### src/rtl/mux4_rr_arbiter_pkg.sv
// Shared types and constants for the 4-way round-robin mux arbiter.
// Holds the FSM state encoding, requester count and the select width.
package mux4_rr_arbiter_pkg;

  localparam int N_REQ  = 4;
  localparam int ADDR_W = 2;

  typedef enum logic {
    ST_IDLE  = 1'b0,
    ST_GRANT = 1'b1
  } state_t;

  function automatic logic [N_REQ-1:0] onehot(input logic [ADDR_W-1:0] a);
    onehot = N_REQ'(1) << a;
  endfunction

endpackage

### src/rtl/mux4_rr_arbiter_if.sv
// Request/grant bundle between the four requesters and the arbiter.
// The arbiter uses the slave modport; the requester side uses master.
interface mux4_rr_arbiter_if;
  import mux4_rr_arbiter_pkg::*;

  logic [N_REQ-1:0]  Req;
  logic [N_REQ-1:0]  Grant;
  logic [ADDR_W-1:0] Address;
  logic              Valid;

  modport master (output Req, input Grant, input Address, input Valid);
  modport slave  (input Req, output Grant, output Address, output Valid);

endinterface

### src/rtl/rr_pick4.sv
// Combinational circular search: first set request after i_last, wrapping.
// Zero latency; no backpressure, o_found flags that any request is set.
module rr_pick4
  import mux4_rr_arbiter_pkg::*;
(
  input  logic [N_REQ-1:0]  i_req,
  input  logic [ADDR_W-1:0] i_last,
  output logic [ADDR_W-1:0] o_idx,
  output logic              o_found
);

  logic [2*N_REQ-1:0] w_dbl;
  logic [ADDR_W:0]    w_start;
  logic [N_REQ-1:0]   w_rot;
  logic [ADDR_W-1:0]  w_off;

  // Rotating a doubled copy puts index last+1 at bit 0 of w_rot.
  assign w_dbl   = {i_req, i_req};
  assign w_start = {1'b0, i_last} + 3'd1;
  assign w_rot   = w_dbl[w_start +: N_REQ];

  always_comb begin
    w_off = '0;
    for (int k = N_REQ - 1; k >= 0; k--) begin
      if (w_rot[k]) w_off = ADDR_W'(k);
    end
  end

  assign o_idx   = i_last + 2'd1 + w_off;
  assign o_found = |i_req;

endmodule

### src/rtl/mux4_rr_arbiter.sv
// Round-robin owner selection for a shared 4:1 mux with bounded hold time.
// Req to Grant is one clock; a release hands over with no idle bubble.
module mux4_rr_arbiter
  import mux4_rr_arbiter_pkg::*;
#(
  parameter int HOLD_MAX = 8,
  parameter int CNT_W    = 8
) (
  input  logic                    clk,
  input  logic                    rst_n,
  mux4_rr_arbiter_if.slave        bus
);

  localparam logic [CNT_W-1:0] HOLD_C = CNT_W'(HOLD_MAX);

  state_t              r_state;
  logic [N_REQ-1:0]    r_grant;
  logic [ADDR_W-1:0]   r_addr;
  logic                r_valid;
  logic [CNT_W-1:0]    r_cnt;
  logic [ADDR_W-1:0]   r_last;

  logic [ADDR_W-1:0]   w_idx;
  logic                w_found;
  logic [N_REQ-1:0]    w_mreq;
  logic [ADDR_W-1:0]   w_midx;
  logic                w_mfound;
  logic                w_own;

  rr_pick4 u_pick (
    .i_req   (bus.Req),
    .i_last  (r_last),
    .o_idx   (w_idx),
    .o_found (w_found)
  );

  // Owner is masked out so a handover never re-picks the current owner.
  assign w_mreq = bus.Req & ~onehot(r_addr);

  rr_pick4 u_mpick (
    .i_req   (w_mreq),
    .i_last  (r_last),
    .o_idx   (w_midx),
    .o_found (w_mfound)
  );

  assign w_own = bus.Req[r_addr];

  always_ff @(posedge clk or negedge rst_n) begin
    if (!rst_n) begin
      r_state <= ST_IDLE;
      r_grant <= '0;
      r_addr  <= '0;
      r_valid <= 1'b0;
      r_cnt   <= '0;
      r_last  <= 2'd3;
    end else begin
      case (r_state)
        ST_IDLE: begin
          if (w_found) begin
            r_state <= ST_GRANT;
            r_grant <= onehot(w_idx);
            r_addr  <= w_idx;
            r_valid <= 1'b1;
            r_cnt   <= CNT_W'(1);
            r_last  <= w_idx;
          end
        end
        ST_GRANT: begin
          if ((!w_own || r_cnt >= HOLD_C) && w_mfound) begin
            r_grant <= onehot(w_midx);
            r_addr  <= w_midx;
            r_cnt   <= CNT_W'(1);
            r_last  <= w_midx;
          end else if (!w_own) begin
            r_state <= ST_IDLE;
            r_grant <= '0;
            r_valid <= 1'b0;
            r_cnt   <= '0;
          end else if (r_cnt < HOLD_C) begin
            r_cnt   <= r_cnt + 1'b1;
          end
        end
        default: r_state <= ST_IDLE;
      endcase
    end
  end

  assign bus.Grant   = r_grant;
  assign bus.Address = r_addr;
  assign bus.Valid   = r_valid;

endmodule

### src/flat_wrapper.sv
// flat-port wrapper written by rule: the top's interface ports become plain ports
module mux4_rr_arbiter_flat import mux4_rr_arbiter_pkg::*;
#(
  parameter int HOLD_MAX = 8,
  parameter int CNT_W    = 8
)
  (clk, rst_n, bus_Req, bus_Grant, bus_Address, bus_Valid);
  mux4_rr_arbiter_if bus_i ();
  input  logic clk;
  input  logic rst_n;
  input wire logic [$bits(bus_i.Req)-1:0] bus_Req;
  output wire logic [$bits(bus_i.Grant)-1:0] bus_Grant;
  output wire logic [$bits(bus_i.Address)-1:0] bus_Address;
  output wire logic [$bits(bus_i.Valid)-1:0] bus_Valid;
  assign bus_i.Req = bus_Req;
  assign bus_Grant = bus_i.Grant;
  assign bus_Address = bus_i.Address;
  assign bus_Valid = bus_i.Valid;
  mux4_rr_arbiter #(.HOLD_MAX(HOLD_MAX), .CNT_W(CNT_W)) u_core (.clk(clk), .rst_n(rst_n), .bus(bus_i));
endmodule
### config.mk
export PLATFORM = sky130hd
export DESIGN_NAME = mux4_rr_arbiter_flat
export DESIGN_NICKNAME = d
export VERILOG_FILES = /design/src/rtl/mux4_rr_arbiter_pkg.sv /design/src/rtl/mux4_rr_arbiter_if.sv /design/src/rtl/rr_pick4.sv /design/src/rtl/mux4_rr_arbiter.sv /design/src/flat_wrapper.sv
export SDC_FILE = /design/constraint.sdc
export NUM_CORES = 1
export LEC_CHECK = 0
export BUFFER_PORTS_ARGS = -buffer_cell sky130_fd_sc_hd__buf_2
export CORE_AREA = 5 5 75 77
export DETAILED_ROUTE_END_ITERATION = 6
export DIE_AREA = 0 0 80 82
export MAX_ROUTING_LAYER = met4
export PLACE_DENSITY = 0.52
export SETUP_SLACK_MARGIN = 0.4
export SLEW_MARGIN = 5
export SYNTH_ARGS = -nofsm -noshare
export SYNTH_HDL_FRONTEND = slang
export SYNTH_SLANG_ARGS = --single-unit
### constraint.sdc
create_clock -name clk -period 2.6 [get_ports clk]
set_input_delay 0.13 -clock clk [delete_from_list [all_inputs] [get_ports clk]]
set_output_delay 0.13 -clock clk [all_outputs]
set_load 0.01 [all_outputs]
==> results of run 1 <==
==> registers in the layout (all words and copies together), names as in the netlist <==
register	cells
u_core.bus.Grant	4
u_core.r_cnt	8
u_core.bus.Address	2
u_core.r_state	1
u_core.bus.Valid	1
u_core.r_last	2
==> worst max-delay path, cell delays in order (launching register included) <==
cell       delay (ns)
dfrtp_2          0.48
or2b_1           0.20
o22ai_1          0.09
or3_1            0.39
o2111ai_2        0.10
ha_2             0.25
xnor2_4          0.15
xor2_2           0.14
a221o_1          0.33
==> layout make-up <==
cell class                 instances  area [um2]  share of cell area
clock buffer                       4       55.05             0.02922
inverter                           9       33.78             0.01793
multi-input combinational        133        1062              0.5637
sequential                        18       455.4              0.2417
tap                               70       87.58             0.04648
timing repair buffer              28       190.2              0.1009
==> layer usage <==
metal | part of all wire | GRT usage
met4 | 0.0030 | 0.02534
met2 | 0.48 | 0.2070
met5 | 0 | -
met1 | 0.49 | 0.1651
met3 | 0.029 | 0.01096
==> power groups by stage <==
stage | Clock [uW] | Sequential, uW | Combinational (uW)
after global routing | 249 | 504 | 1690
after CTS | 236 | 479 | 1420
after floorplan | 0 | 466 | 932
final | 228 | 489 | 1540
after detailed placement | 0 | 489 | 1150
after global placement | 0 | 491 | 1150
==> metrics by stage <==
| stage | hold slack, ns | cell area, um2 | total power [uW] | util | setup slack (ns) |
|---|---|---|---|---|---|
| finish | 0.3490 | 1884 | 2257 | 0.3811 | 0.3658 |
| global route | 0.3896 | 1884 | 2446 | 0.3811 | 0.2452 |
| CTS | 0.3486 | 1826 | 2139 | 0.3692 | 0.3848 |
| detailed placement | 0.09304 | 1632 | 1638 | 0.3300 | 0.2095 |
| global placement | 0.08585 | 1632 | 1644 | 0.3300 | 0.2436 |
| floorplan | -0.1656 | 1514 | 1398 | - | 0.3664 |
==> worst paths after layout <==
check,startpoint,endpoint,slack [ns],cells past startpoint
min in group clk,bus_Req[3],u_core.r_state,0.38,3
worst max register to register,u_core.bus.Address[1],u_core.bus.Grant[0],0.37,8
worst max-delay path,u_core.bus.Address[1],u_core.bus.Grant[0],0.37,8
worst min-delay path,rst_n,u_core.bus.Grant[2],0.35,2
worst min register to register,u_core.r_cnt[7],u_core.r_cnt[7],0.51,1
max in group asynchronous,rst_n,u_core.r_last[0],1.92,2
==> cell usage in the layout, fill, tap and decap left out, types with 5 or more instances in the layout <==
master	count
nor2_1	10
mux2i_1	5
buf_4	13
dfrtp_1	14
o21ai_0	7
o21a_1	7
buf_2	12
inv_1	8
nand2_1	14
==> logic make-up (layout without fill, tap and decap cells) <==
| logic type | after synthesis | count (layout) | synth area share |
|---|---|---|---|
| simple gates | 64 | 64 | 0.2415 |
| compound gates | 51 | 51 | 0.2540 |
| buf+inv | 19 | 41 | 0.07243 |
| flops | 18 | 18 | 0.3014 |
| fa+ha+maj | 6 | 6 | 0.04746 |
| xor+xnor | 6 | 6 | 0.03497 |
| mux | 6 | 6 | 0.04829 |
==> repair_timing <==
| item | 4_1_cts | 5_1_grt |
|---|---|---|
| buffers inserted | 7 | 2 |
| cloned | 0 | 0 |
| resized for setup | 15 | 7 |
| endpoints found under the hold margin | 16 | 0 |
| hold buffers | 1 | 0 |
| endpoints found under the setup margin | 6 | 6 |
| pin swaps | 8 | 4 |
==> flow_summary.yaml, run 1 <==
timing:
  tns_ns: 0
  hold_viol: 0
  finClkSkew_ns: 0.002064
  tightest_slew_ns: 0.4781
  finalCriticalPeriod_ns: 2.234
  rsz0062_at_grt: "yes"
  setup_viol: 0
  maxSlewViolCount: 0
  period_share: 0.8593
  fmax_mhz: 447.6
  slew_headroom: 0.6783
synthesis:
  syn_avg_cell_area_um2: 8.839
  synth_flop_cell: "dfrtp_1"
  synth_top_area_share: 0.2664
  synth_area_leaders: "dfrtp_1 27%, dfstp_2 3.5%, nand2_1 3.5%, o21a_1 3.5%, ha_1 3.3%"
  synthTopCellsByCount: "16 x dfrtp_1, 14 x nand2_1, 11 x nor2_1, 8 x inv_1"
  synth_area_leader_cell: "dfrtp_1"
  synth_fp_nets: 180
  syn-cell-area_um2: 1503
  yosysSeqAreaShare: 0.3014
  synth_cell_types: 63
  yosysMostFrequentCell: "dfrtp_1"
  ys_warn_count: 0
  synthArstFlopShare: 1.000
  synth_edf_count: 0
  postSynthCellCount: 170
  ys_ff_latch: 18
detailed_routing:
  drt_iter0_drc: 55
  drcViolationCount: 0
  vias_per_cell: 5.179
  first_pass_iters: 4
  wl_mm: 3.713
  final_antenna_net_count: 0
  wire_per_inst_um: 14.17
  vias: 1357
clock_tree:
  cts.sinks: 18
  cts_buffers: 3
  ctsHtreeMaxLevel: 1
  cts.clk_slew.worst_paths_ns: 0.07
  cts-root-buf: "clkbuf_8"
  cts_tree: "done"
  cts_max_path_buffers: 2
  insertion_delay_ns: 0.25
pwr:
  seqPwrFrac: 0.217
  internal-power_uw: 1280
  peakVddDrop_mv: 0.4448
  p_comb_frac: 0.683
  power.density_nw_per_um2: 1198
  p_sw_uw: 977.3
  swShare: 0.4330
  p_clk_frac: 0.101
  p_leak_uw: 0.0007863
setup_path:
  crit_required_ns: 2.73
  path_class: "reg -> reg"
  start_kind: "flop"
  crit_arrival_ns: 2.37
  cp_max_fo: 7
  crit_path_end_kind: "flop"
place:
  io_buffers: 12
  gp_congestion: 0.7670
  hpwlAfterDp_mm: 2.600
  dp_cells: 248
final_layout:
  fill_cells: 524
  n_antenna_cell: 0
  area_delta_synth_final_pct: 25.40
  drive_gt1_frac: 0.3229
  num-nets-final: 203
  instances_no_fill: 262
run_status:
  outcome: "finished clean"
floorplanning:
  num_rows: 26
  die_w_um: 80
  start_util: 0.3039
  io_pins: 13
  die_h_um: 82
  die-area_um2: 6560
  core-area_um2: 4945
global_routing:
  grt_max_degree: 19
  gr-usage-all-layers: 0.1240
  antenna_found_initial: 0
  grt_pass1_wl_mm: 6.389
  overflow: 0
  grt_pass1_vias: 1347
flow_run:
  drv_cap: 0
min_path:
  hold_path.class: "in -> async"
No activity file was read; power rests on OpenSTA's default activity.
==> inputs of run 2 (changes only) <==
--- a/config.mk
+++ b/config.mk
@@ -6,11 +6,14 @@
 export NUM_CORES = 1
 export LEC_CHECK = 0
 export BUFFER_PORTS_ARGS = -buffer_cell sky130_fd_sc_hd__buf_2
+export CELL_PAD_IN_SITES_DETAIL_PLACEMENT = 1
+export CELL_PAD_IN_SITES_GLOBAL_PLACEMENT = 2
 export CORE_AREA = 5 5 75 77
+export CTS_CLUSTER_SIZE = 16
 export DETAILED_ROUTE_END_ITERATION = 6
 export DIE_AREA = 0 0 80 82
 export MAX_ROUTING_LAYER = met4
-export PLACE_DENSITY = 0.52
+export PLACE_DENSITY = 0.74
 export SETUP_SLACK_MARGIN = 0.4
 export SLEW_MARGIN = 5
 export SYNTH_ARGS = -nofsm -noshare
==> run 2 against run 1 <==
First-iteration DRC count up 27%. Cell count up 1.1%. Sequential share of layout area down 1.2 points. Critical path depth unchanged. Clock-buffer cell count unchanged. Clock skew up 0.0025 ns. Largest power group unchanged. Setup slack worse by 0.081 ns. Register-to-register slack worse by 0.08 ns. Power up 13%. Via count up 7.6%. Routed wire length up 23%.
==> flow_summary.yaml, run 2 (synthesis gave the netlist of run 1 again) <==
pwr:
  power.density_nw_per_um2: 1282
  swShare: 0.4374
  p_sw_uw: 1111
  p_leak_uw: 0.0008206
  internal-power_uw: 1429
  p_comb_frac: 0.715
  p_clk_frac: 0.090
  seqPwrFrac: 0.195
  peakVddDrop_mv: 0.5741
detailed_routing:
  drcViolationCount: 0
  wire_per_inst_um: 17.21
  wl_mm: 4.560
  first_pass_iters: 4
  final_antenna_net_count: 0
  vias: 1460
  drt_iter0_drc: 70
  vias_per_cell: 5.509
global_routing:
  grt_util_met2: 0.2533
  grt_pass1_vias: 1529
  globalRouteMet1Util: 0.1878
  antenna_found_initial: 0
  met3_usage: 0.02303
  grt-busiest-layer: "met2"
  grt_max_degree: 19
  grt_pass1_wl_mm: 7.638
  overflow: 0
  gr-usage-all-layers: 0.1495
setup_path:
  cp_max_fo: 7
  r2r_start: "u_core.bus.Address[1]"
  crit_required_ns: 2.74
  crit_arrival_ns: 2.46
  path_class: "reg -> reg"
  crit_path_start: "u_core.bus.Address[1]"
  start_kind: "flop"
  crit_path_end_kind: "flop"
place:
  gp_congestion: 0.8505
  hpwlAfterDp_mm: 3.221
  io_buffers: 12
floorplanning:
  start_util: 0.3039
  io_pins: 13
  num_rows: 26
  core-area_um2: 4945
  die-area_um2: 6560
  die_h_um: 82
  die_w_um: 80
clock_tree:
  cts-root-buf: "clkbuf_8"
  insertion_delay_ns: 0.25
  cts.clk_slew.worst_paths_ns: 0.07
  cts.sinks: 18
  cts_buffers: 3
  cts_tree: "done"
  cts_max_path_buffers: 2
  ctsHtreeMaxLevel: 1
timing:
  finClkSkew_ns: 0.004602
  fmax_mhz: 431.8
  period_share: 0.8906
  slew_headroom: 0.6302
  tightest_slew_ns: 0.5497
  hold_viol: 0
  tns_ns: 0
  maxSlewViolCount: 0
  rsz0062_at_grt: "yes"
  setup_viol: 0
  finalCriticalPeriod_ns: 2.316
final_layout:
  n_antenna_cell: 0
  largest_register: "u_core.r_cnt"
  area_delta_synth_final_pct: 31.89
  largest_register_ffs: 8
  num-nets-final: 206
  drive_gt1_frac: 0.3641
  mostFrequentLayoutCells: "14 x nand2_1, 14 x buf_4, 14 x dfrtp_1"
  final_util: 0.4008
  fill_cells: 594
run_status:
  outcome: "finished clean"
min_path:
  hold_path.class: "in -> async"
flow_run:
  drv_cap: 0
## run 2: critical path: stages, from the launching register on
cell,delay [ns]
dfrtp_2,0.48
maj3_2,0.33
a32o_1,0.22
nand2_1,0.08
o2111ai_2,0.15
ha_4,0.22
xnor2_4,0.25
xor2_4,0.13
a221o_1,0.34
## run 2: path summary, 6_finish.rpt
check / endpoint / slack, ns / depth (start not counted)
worst max-delay path: u_core.bus.Grant[0] / 0.28 / 8
worst min-delay path: u_core.bus.Grant[2] / 0.35 / 2
worst max register to register: u_core.bus.Grant[0] / 0.28 / 8
worst min register to register: u_core.r_cnt[7] / 0.50 / 1
max in group asynchronous: u_core.r_last[0] / 1.92 / 2
min in group clk: u_core.r_state / 0.41 / 3
## run 2: layer usage
layer | vias up | part of all wire
li1 | 686 | -
met1 | 733 | 0.46
met2 | 33 | 0.49
met3 | 8 | 0.036
met4 | 0 | 0.016
met5 | - | 0
## run 2: through the flow
step | cells | hold WS (ns) | total power (uW) | setup slack, ns | instance area [um2]
2_1_floorplan | 170 | -0.1656 | 1398 | 0.3664 | 1514
3_3_place_gp | 246 | 0.09753 | 1638 | 0.1544 | 1617
3_5_place_dp | 246 | 0.09565 | 1687 | 0.07580 | 1617
4_1_cts | 263 | 0.3632 | 2410 | 0.3244 | 1917
5_1_grt | 265 | 0.3877 | 2732 | 0.2058 | 1982
6_report | 265 | 0.3480 | 2540 | 0.2843 | 1982
## run 2: final cells by class
cell class / instances / area (um2) / share of cell area
Clock buffer: 4 / 55.05 / 0.02778
Inverter: 9 / 36.28 / 0.01831
Multi-Input combinational cell: 133 / 1119 / 0.5644
Sequential cell: 18 / 455.4 / 0.2298
Tap cell: 70 / 87.58 / 0.04419
Timing Repair Buffer: 31 / 229.0 / 0.1155
## run 2: power groups by stage
stage	registers, uW	logic [uW]	clock network (uW)
finish	495	1820	229
global route	506	1970	256
CTS	493	1680	236
detailed placement	527	1160	0
global placement	517	1120	0
floorplan	466	932	0
## run 2: repair_timing
action / in CTS / in global routing
resized for setup: 25 / 8
setup buffers: 12 / 2
pin swaps: 21 / 13
hold buffers: 1 / 0
endpoints found under the setup margin: 6 / 8
endpoints found under the hold margin: 16 / 0
==> inputs of run 3 (changes only) <==
--- a/config.mk
+++ b/config.mk
@@ -6,12 +6,12 @@
 export NUM_CORES = 1
 export LEC_CHECK = 0
 export BUFFER_PORTS_ARGS = -buffer_cell sky130_fd_sc_hd__buf_2
-export CELL_PAD_IN_SITES_DETAIL_PLACEMENT = 1
-export CELL_PAD_IN_SITES_GLOBAL_PLACEMENT = 2
-export CORE_AREA = 5 5 75 77
+export CELL_PAD_IN_SITES_DETAIL_PLACEMENT = 0
+export CELL_PAD_IN_SITES_GLOBAL_PLACEMENT = 1
+export CORE_AREA = 5 5 68 70
 export CTS_CLUSTER_SIZE = 16
 export DETAILED_ROUTE_END_ITERATION = 6
-export DIE_AREA = 0 0 80 82
+export DIE_AREA = 0 0 73 75
 export MAX_ROUTING_LAYER = met4
 export PLACE_DENSITY = 0.74
 export SETUP_SLACK_MARGIN = 0.4
==> constraint.sdc (replaced) <==
create_clock -name clk -period 2.8 [get_ports clk]
set_input_delay 0.14 -clock clk [delete_from_list [all_inputs] [get_ports clk]]
set_output_delay 0.14 -clock clk [all_outputs]
set_load 0.01 [all_outputs]
==> run 3 against run 2 <==
Critical path depth unchanged. Sequential power is 8.9% lower. Global-route usage decreased by 1.0 points. Core utilization grew 6.0 points. Die area decreased by 17%. Register-to-register slack improved by 0.20 ns. Highest routed layer unchanged.
==> flow_summary.yaml, run 3 (synthesis gave the netlist of run 1 again) <==
pwr:
  seqPwrFrac: 0.229
  power.density_nw_per_um2: 1093
  internal-power_uw: 1096
  p_leak_uw: 0.0007663
  p_sw_uw: 875.0
  p_comb_frac: 0.680
  p_clk_frac: 0.092
  peakVddDrop_mv: 0.5117
  swShare: 0.4439
min_path:
  hold_path.class: "in -> async"
clock_tree:
  cts_tree: "done"
  cts-root-buf: "clkbuf_8"
  cts_max_path_buffers: 2
  cts.clk_slew.worst_paths_ns: 0.07
  ctsHtreeMaxLevel: 1
  cts.sinks: 18
  cts_buffers: 3
  insertion_delay_ns: 0.25
floorplanning:
  start_util: 0.3840
  die_h_um: 75
  die-area_um2: 5475
  num_rows: 23
  core-area_um2: 3914
  die_w_um: 73
  io_pins: 13
detailed_routing:
  vias: 1361
  wl_mm: 3.680
  final_antenna_net_count: 0
  drt_iter0_drc: 85
  vias_per_cell: 5.671
  drcViolationCount: 0
  first_pass_iters: 4
  wire_per_inst_um: 15.33
setup_path:
  r2r_setup_slack_ns: 0.48
  crit_path_top_delay_cell: "dfrtp_2"
  cp_max_fo: 6
  worstRegToRegCells: 8
  crit_arrival_ns: 2.45
  r2r_end: "u_core.bus.Grant[0]"
  crit_chain: "maj3_2, a32o_1, nand2_1, o2111ai_2, ha_2, xnor2_4, xor2_2, a221o_1"
  crit_path_end_kind: "flop"
  path_class: "reg -> reg"
  r2r_start: "u_core.bus.Address[1]"
  start_kind: "flop"
  max_stage_delay_ns: 0.47
  crit_required_ns: 2.93
global_routing:
  overflow: 0
  antenna_found_initial: 0
  grt_pass1_vias: 1302
  gr-usage-all-layers: 0.1392
  grt_max_degree: 19
  grt_pass1_wl_mm: 6.030
place:
  io_buffers: 12
  gp_congestion: 0.8598
  hpwlAfterDp_mm: 2.550
  dp_cells: 223
final_layout:
  seqCellArea_um2: 455.4
  multi_input_area_um2: 1037
  drive_gt1_frac: 0.3105
  instances_no_fill: 240
  n_antenna_cell: 0
  fill_cells: 382
  area_delta_synth_final_pct: 19.98
  largest_register: "u_core.r_cnt"
  mostFrequentLayoutCells: "14 x nand2_1, 14 x dfrtp_1, 12 x buf_2"
  num-nets-final: 201
  largest_register_ffs: 8
timing:
  slew_headroom: 0.6604
  fmax_mhz: 431.3
  maxSlewViolCount: 0
  finClkSkew_ns: 0.004015
  finalCriticalPeriod_ns: 2.319
  hold_viol: 0
  tightest_slew_ns: 0.5048
  period_share: 0.8281
  tns_ns: 0
  setup_viol: 0
  rsz0062_at_grt: "no"
flow_run:
  drv_cap: 0
run_status:
  outcome: "finished clean"
==> run 3: what timing repair did <==
item	CTS	global route
pin swaps	1	8
resized for setup	4	17
endpoints found under the setup margin	6	6
hold endpoints to repair	16	0
buffers inserted	5	7
cloned	0	0
hold buffers	1	0
==> run 3: power groups by stage <==
stage	Sequential, uW	Combinational, uW	Clock (uW)
after global routing	462	1460	202
after global placement	491	930	0
after detailed placement	502	952	0
final	451	1340	181
after floorplan	433	845	0
after CTS	467	1080	188
==> run 3: critical path: cells and delay by family, from the launching register on <==
| kind | cells | cell delay, ns |
|---|---|---|
| and+or+nand+nor | 1 | 0.09 |
| AOI/OAI and AO/OA | 3 | 0.73 |
| DFF | 1 | 0.47 |
| adders and majority gates | 2 | 0.55 |
| xor gates and xnor gates | 2 | 0.37 |
==> run 3: metrics by stage <==
stage	hold slack [ns]	power, uW	area [um2]	setup WS [ns]	util
6_report	0.3440	1971	1803	0.4814	0.4607
5_1_grt	0.3976	2123	1803	0.3695	0.4607
4_1_cts	0.3571	1738	1668	0.4038	0.4262
3_5_place_dp	0.08924	1454	1558	0.1848	0.3980
3_3_place_gp	0.08385	1421	1558	0.3773	0.3980
2_1_floorplan	-0.1556	1278	1503	0.4786	-
==> run 3: worst max-delay path by stage <==
stage                               start                     to  slack [ns]
floorplan           u_core.bus.Address[1]    u_core.bus.Grant[0]        0.48
global placement    u_core.bus.Address[0]  u_core.bus.Address[1]        0.38
detailed placement  u_core.bus.Address[0]  u_core.bus.Address[1]        0.18
CTS                 u_core.bus.Address[1]    u_core.bus.Grant[2]        0.40
global route             u_core.r_last[1]  u_core.bus.Address[1]        0.37
finish              u_core.bus.Address[1]    u_core.bus.Grant[0]        0.48
==> run 3: layout make-up <==
class | count | area share
Clock buffer | 4 | 0.02498
Timing Repair Buffer | 26 | 0.09368
Multi-Input combinational cell | 133 | 0.5753
Inverter | 9 | 0.01874
Sequential cell | 18 | 0.2526
Tap cell | 50 | 0.03470
==> run 3: per-layer routing <==
layer  global-route usage  part of all wire  vias to the layer above
li1                     -                 -                      669
met1               0.1897              0.48                      659
met2               0.2185              0.48                       29
met3              0.01869             0.038                        4
met4              0.03484            0.0063                        0
met5                    -                 0                        -
